<file path="config.mk">
export PLATFORM = sky130hd
export DESIGN_NAME = c_readout
export DESIGN_NICKNAME = d
export VERILOG_FILES = /design/src/rtl/c_readout.sv
export SDC_FILE = /design/constraint.sdc
export NUM_CORES = 1
export LEC_CHECK = 0
export BUFFER_PORTS_ARGS = -buffer_cell sky130_fd_sc_hd__buf_2
export CORE_ASPECT_RATIO = 2
export CORE_MARGIN = 1
export CORE_UTILIZATION = 54
export CTS_CLUSTER_DIAMETER = 150
export DETAILED_ROUTE_END_ITERATION = 10
export PLACE_DENSITY = 0.9
export SETUP_SLACK_MARGIN = 0.3
export SLEW_MARGIN = 20
export SYNTH_ARGS = -nofsm -noshare
export SYNTH_HDL_FRONTEND = slang
export SYNTH_SLANG_ARGS = --single-unit
</file>
<file path="constraint.sdc">
create_clock -name clk -period 3.96 [get_ports clk]
set_clock_uncertainty 0.1 [all_clocks]
set_input_delay 0.198 -clock clk [delete_from_list [all_inputs] [get_ports clk]]
set_output_delay 0.198 -clock clk [all_outputs]
set_load 0.03 [all_outputs]
</file>
<file path="src/rtl/c_readout.sv">
// C memory readout: walks word addresses 0..N_WORDS-1 on the RA/CA/NCE port and streams
// the read data out through a 2-entry FIFO under valid/ready flow control.
module c_readout #(
  parameter int N_WORDS = 1024,
  parameter int DW      = 21
) (
  input  logic          clk,
  input  logic          nrst,
  input  logic          start,
  output logic [7:0]    RA,
  output logic [1:0]    CA,
  output logic          NCE,
  output logic          NWRT,
  input  logic [DW-1:0] DO,
  output logic [DW-1:0] dout,
  output logic          dout_valid,
  input  logic          dout_ready,
  output logic          dout_last,
  output logic          busy,
  output logic          finish
);

  typedef enum logic [1:0] {IDLE, READ, DRAIN} state_t;

  localparam logic [9:0] LAST_IDX = 10'(N_WORDS - 1);

  state_t          state, state_nxt;
  logic            start_q, start_edge;
  logic [9:0]      rd_idx;
  logic            last_rd, issue, pop, head_last;
  logic            inflight, inflight_last;
  logic [1:0]      cnt;
  logic [2:0]      occ;
  logic            rd_ptr, wr_ptr;
  logic [DW-1:0]   data_q [2];
  logic [1:0]      last_q;

  assign start_edge = start & ~start_q;
  assign last_rd    = (rd_idx == LAST_IDX);
  assign pop        = dout_valid & dout_ready;
  assign head_last  = last_q[rd_ptr];
  // Words buffered plus the one in flight, after this cycle's pop; pop implies cnt>=1.
  assign occ        = 3'(cnt) + 3'(inflight) - 3'(pop);

  assign dout_valid = (cnt != 2'd0);
  assign dout       = data_q[rd_ptr];
  assign dout_last  = dout_valid & head_last;
  assign RA         = rd_idx[9:2];
  assign CA         = rd_idx[1:0];
  assign NCE        = ~issue;
  assign NWRT       = 1'b1;

  always_ff @(posedge clk or negedge nrst) begin
    if (!nrst) state <= IDLE;
    else       state <= state_nxt;
  end

  always_comb begin
    state_nxt = state;
    case (state)
      IDLE:    if (start_edge)         state_nxt = READ;
      READ:    if (issue && last_rd)   state_nxt = DRAIN;
      DRAIN:   if (pop && head_last)   state_nxt = IDLE;
      default:                         state_nxt = IDLE;
    endcase
  end

  always_comb begin
    busy  = (state != IDLE);
    issue = (state == READ) && (occ < 3'd2);
  end

  always_ff @(posedge clk or negedge nrst) begin
    if (!nrst) begin
      start_q       <= 1'b0;
      rd_idx        <= '0;
      inflight      <= 1'b0;
      inflight_last <= 1'b0;
      finish        <= 1'b0;
    end else begin
      start_q       <= start;
      inflight      <= issue;
      inflight_last <= issue & last_rd;
      finish        <= pop & head_last;
      if (state == IDLE && start_edge) rd_idx <= '0;
      else if (issue && !last_rd)      rd_idx <= rd_idx + 10'd1;
    end
  end

  // Read data lands one cycle after its address cycle; occupancy rule keeps cnt<=2.
  always_ff @(posedge clk or negedge nrst) begin
    if (!nrst) begin
      cnt    <= '0;
      rd_ptr <= 1'b0;
      wr_ptr <= 1'b0;
      last_q <= '0;
      for (int i = 0; i < 2; i++) data_q[i] <= '0;
    end else begin
      if (inflight) begin
        data_q[wr_ptr] <= DO;
        last_q[wr_ptr] <= inflight_last;
        wr_ptr         <= ~wr_ptr;
      end
      if (pop) rd_ptr <= ~rd_ptr;
      cnt <= cnt + 2'(inflight) - 2'(pop);
    end
  end

endmodule
</file>
After elaboration in Yosys (flattened, before gate mapping). Index checks and enable logic that the tools add are counted.

Memory bits (read-only): 0. Bits in registers: 64. Logic and storage cells: 71. Memories kept: 0. Latch bits: 0. Memory bits (writable): 0.

Add/subtract/negate cells: 5. Divide/modulo/power cells: 0. Bitwise operators: 11. Muxes and demuxes: 17. Multipliers: 0. Shifts and indexed selects: 0. $lt $le $gt $ge: 7. Reductions and logical operators: 13. Eq/ne operators: 6.

Operators by type and width (number): 2-to-1 mux 21 bit (4); bitwise mux 42 bit (1); demux 21 bit (select 1 bit) (1); 2-to-1 mux 10 bit (2); adder 10 x 1 -> 10 bit (second input constant) (1); == test 10 bit (second input constant) (1); logical AND 1 bit (7); 2-to-1 mux 2 bit (3); != test 2 bit (second input constant) (3); one-hot mux 2 bit (3 select lines) (1); nonzero test 2 bit (3); bitwise AND 1 bit (5); greater-or-equal comparator 2 bit (second input constant) (2); less-than comparator 1 x 2 -> 1 bit (second input constant) (2); inverter 1 bit (4); inverter 1 -> 2 bit (2); adder 2 x 1 -> 3 bit (1); less-than comparator 3 x 2 -> 1 bit (second input constant) (1); 2-to-1 mux 1 bit (3); AND reduction 3 bit (1); subtractor 3 x 1 -> 3 bit (1); adder 2 x 1 -> 2 bit (1); bitwise mux 2 bit (1); == test 2 x 1 -> 1 bit (second input constant) (1); other kinds (7) (7).

Longest topological paths before layout.
Depth after elaboration: 8. Depth in mapped cells: 11.

Least setup slack after synthesis. No wires, ideal clock.

Path kind: reg-to-reg. From: register cnt[1]. To: register rd_idx[6]. Buffers on the path: 0. Setup slack: 910 ps. Stages on the path, launching flop included: 11. Data required time: 3718 ps. Data arrival time: 2809 ps. Cell sequence: dfrtp_1 -> o21ai_0 -> inv_1 -> ha_1 -> inv_1 -> ha_1 -> fa_1 -> or3b_4 -> or3_4 -> o311ai_4 -> o41ai_2.

Word-level cells in the longest chain between the ends: 7. Elaborated cells on any way between the ends: 8. Those cells by class: add/sub (2); order compare (1); bitwise (1); reduce/logical (4).

RTL lines: start, declared (RTL line 32) `logic [1:0] cnt;`; start signal, assigned (RTL line 105) `cnt <= cnt + 2'(inflight) - 2'(pop);`; nonzero test 2 bit (RTL line 45) `assign dout_valid = (cnt != 2'd0);`; bitwise AND 1 bit (RTL line 40) `assign pop = dout_valid & dout_ready;`; net pop (RTL line 30) `logic last_rd, issue, pop, head_last;`; subtractor 3 x 1 -> 3 bit (RTL line 43) `assign occ = 3'(cnt) + 3'(inflight) - 3'(pop);`; net occ[1] (RTL line 33) `logic [2:0] occ;`; less-than comparator 3 x 2 -> 1 bit (RTL line 70) `issue = (state == READ) && (occ < 3'd2);`; logical AND 1 bit (RTL line 70); logical AND 1 bit (RTL line 86) `else if (issue && !last_rd) rd_idx <= rd_idx + 10'd1;`; nonzero test 2 bit (no line); end signal, assigned (RTL line 86); end, declared (RTL line 29) `logic [9:0] rd_idx;`.

The timed path passes the listed nets, and every way through them passes these cells. A chain may end at the register's enable or synchronous reset.

Final worst setup path.
From: register cnt[1]. To: output NCE.

Word-level cells in the longest chain between the ends: 6. Elaborated cells on any way between the ends: 7. Those cells by class: add/sub (2); order compare (1); bitwise (2); reduce/logical (2).

RTL lines: nonzero test 2 bit (RTL line 45); bitwise AND 1 bit (RTL line 40); net pop (RTL line 30); subtractor 3 x 1 -> 3 bit (RTL line 43); net occ[1] (RTL line 33); less-than comparator 3 x 2 -> 1 bit (RTL line 70); logical AND 1 bit (RTL line 70); net issue (RTL line 30); inverter 1 bit (RTL line 50) `assign NCE = ~issue;`; end, declared (RTL line 12) `output logic NCE,`.

The timed path passes the listed nets, and every way through them passes these cells.

==> results.md <==
- Status: complete, no violations
- Clock latency on the worst-skew pair: 0.33 ns
- Syn_nets: 238
- Syn Area/Cell: 13.9 µm²
- CP Capture Type: primary output
- I/O pin total: 62
- Total CTS buffers: 9
- Synth area leader: dfrtp_1
- Global route total overflow: 0
- DRT iter0 DRCs: 46
- PnR worst setup slack: 0.686 ns
- Initial Utilization: 56.4%
- Worst setup SP type: register
- Hold Fails Final Rpt: 0
- CTS root buffer: clkbuf_8
- CTS max path bufs: 2
- Antenna-violating nets left: 0
- Setup TNS: 0 ns
- # rows: 37
- Final period util: 82.7%
- Via count: 2004
- RSZ-0062 raised after global routing: no
- Number of H-tree levels: 3
- Slew HR: 31.0%
- Pin count of the biggest net entering global routing: 37
- Initial antenna violation count: 0
- Area Growth Syn to Fin: 27.1%
- Post-synth EDFFs: 0
- Max incr delay on CP: 0.47 ns
- WP data arrival: 2.98 ns
- CTS tree: built
- First-pass GRT wire length: 9.22 mm
- Cells along the critical path: o21ai_0 > inv_1 > ha_1 > inv_1 > ha_1 > fa_1 > or3b_4 > nor2_2 > inv_2 > buf_2
- Hold/Removal Path Class: input pin to register
- Synth top area share: 55.2%
- PD cells: 883 mW/mm²
- HPWL after DPL: 3.98 mm
- Ys async rst share: 100%
- Seq/Total Area, Yosys: 55.2%
- CTS clk-pin slew, worst paths: 0.07 ns
- CP Max Fanout: 6
- Die X: 53.8 µm
- Max cap viols: 0
- Ratio of cells with drive above 1 in the final layout: 52.0%
- Kind of critical path: register to primary output
- Pleak: 1.69 nW
- Vias per cell: 5.60
- Max VDD drop: 0.859 mV
- Pre-CTS setup slack: 0.734 ns
- Final-layout fill cell count: 348
- Drt total wl: 5.67 mm
- # resized after CTS: 0
- Synth Instances: 209
- Actual slew at the worst max-slew pin: 1.04 ns
- Final net count: 324
- Minimum clock period: 3.27 ns
- Synth area leaders: dfrtp_1 55%, mux2_2 25%, ha_1 1.3%
- Port bufs: 60
- Reg2reg setup slack: 0.73 ns
- DRC Markers: 0
- Dominant synthesized flop cell: dfrtp_1
- Final-report setup violation count: 0
- N_diodes: 0
- Tot Pwr: 3.26 mW
- Peak Freq: 305 MHz
- Chip height: 106 µm
- Total Die Area: 0.00569 mm²
- Setup Fix Bufs, Post-CTS: 0
- Gr usage total: 23.0%
- Global placement routability congestion: 0.763
- Fin Hold WS: 0.0228 ns
- Slowest stage cell on the critical path: fa_1
- Req. time, crit path: 3.66 ns
- Ys Warns: 0
- DR WL/cell: 15.8 µm
- CTS Sinks: 64
- Post-synth cell types: 45
- Register bit total from synthesis: 64
- Synthesized area: 0.00290 mm²
- Max Slew Vio Count: 0
- Vias in the first global route: 2115
- Core ar.: 0.00514 mm²
- Hold Buf Count CTS: 21
- Router iterations before antenna repair: 4
-- cell families (layout without fill, tap and decap cells) --
group	Yosys count	in the layout	synth area share, %
AOI/OAI and AO/OA	21	21	6.13
DFF	64	64	55.2
muxes	66	66	25.6
and+or+nand+nor	34	34	7.85
other	1	1	0.129
adders and majority gates	4	4	1.98
xor gates and xnor gates	3	3	0.906
buffers and inverters	16	107	2.20
-- final timing paths --
check                           from    endpoint  depth (start not counted)
setup / recovery              cnt[1]         NCE                         10
hold / removal                DO[18]  data_q[39]                          2
setup reg to reg              cnt[1]   rd_idx[7]                         10
hold reg to reg            data_q[9]   data_q[9]                          1
max in group asynchronous       nrst      cnt[1]                          3
min in group asynchronous       nrst  data_q[25]                          2
-- through the flow --
stage                     std cells  util [%]  area, µm²
final                           358      71.8       3690
after global routing            358      71.8       3690
after CTS                       358      71.8       3690
after detailed placement        321      63.4       3260
after global placement          321      63.4       3260
after floorplan                 209         -       2900
-- cell usage in the layout (no fill, tap or decap), types with 2 or more instances in the layout --
master	n
bufinv_16	2
dfrtp_1	64
clkbuf_8	10
nor3b_1	3
dlygate4sd3_1	21
o211ai_1	2
inv_1	7
a41o_1	2
nor2_1	4
xnor2_1	2
a31oi_1	2
a211oi_1	3
nor3_1	4
nor3_2	2
buf_2	60
nand2_1	5
ha_1	3
nand4_1	3
buf_4	2
o31ai_1	2
a21oi_1	3
mux2_2	65
clkinv_2	3
-- worst max-delay path: cells and delay by family (launching register included) --
kind                     cells  cell delay (ns)
AO/OA/AOI/OAI                1             0.32
adder cells (fa/ha/maj)      3             0.93
AND/OR/NAND/NOR              2             0.59
flip-flops                   1             0.40
buffers and inverters        4             0.40
-- Yosys cell counts (2+ instances only) --
cell / instances
mux2_2: 65
dfrtp_1: 64
inv_1: 7
clkbuf_1: 5
nand2_1: 5
nor2_1: 4
nor3_1: 4
a211oi_1: 3
a21oi_1: 3
ha_1: 3
nand4_1: 3
nor3b_1: 3
a31oi_1: 2
a41o_1: 2
buf_1: 2
nor3_2: 2
o211ai_1: 2
o31ai_1: 2
xnor2_1: 2
-- area by class of cell --
| class | instances | area [µm²] | share of cell area (%) |
|---|---|---|---|
| Timing Repair Buffer | 83 | 526 | 14.3 |
| Inverter | 8 | 30.0 | 0.814 |
| Clock buffer | 10 | 138 | 3.73 |
| Clock inverter | 6 | 82.6 | 2.24 |
| Multi-Input combinational cell | 129 | 1240 | 33.6 |
| Tap cell | 58 | 72.6 | 1.97 |
| Sequential cell | 64 | 1600 | 43.4 |
-- layer usage --
layer	up-vias	global-route usage (%)	part of all wire, %
met2	60	40.1	58
met5	-	0	0
met3	8	6.93	3.9
met4	0	11.1	1.7
li1	935	-	-
met1	1001	23.1	36
-- report_power, final --
part	internal, mW	switching, mW
combinational	0.666	0.841
sequential	0.933	0.211
clock	0.368	0.238
-- registers in the layout (all words and copies together), names as in the netlist --
name / cells
cnt: 2
state: 2
last_q: 2
rd_idx: 10
start_q: 1
inflight_last: 1
finish: 1
wr_ptr: 1
data_q: 42
rd_ptr: 1
inflight: 1
Power figures use the tool's default switching activity.
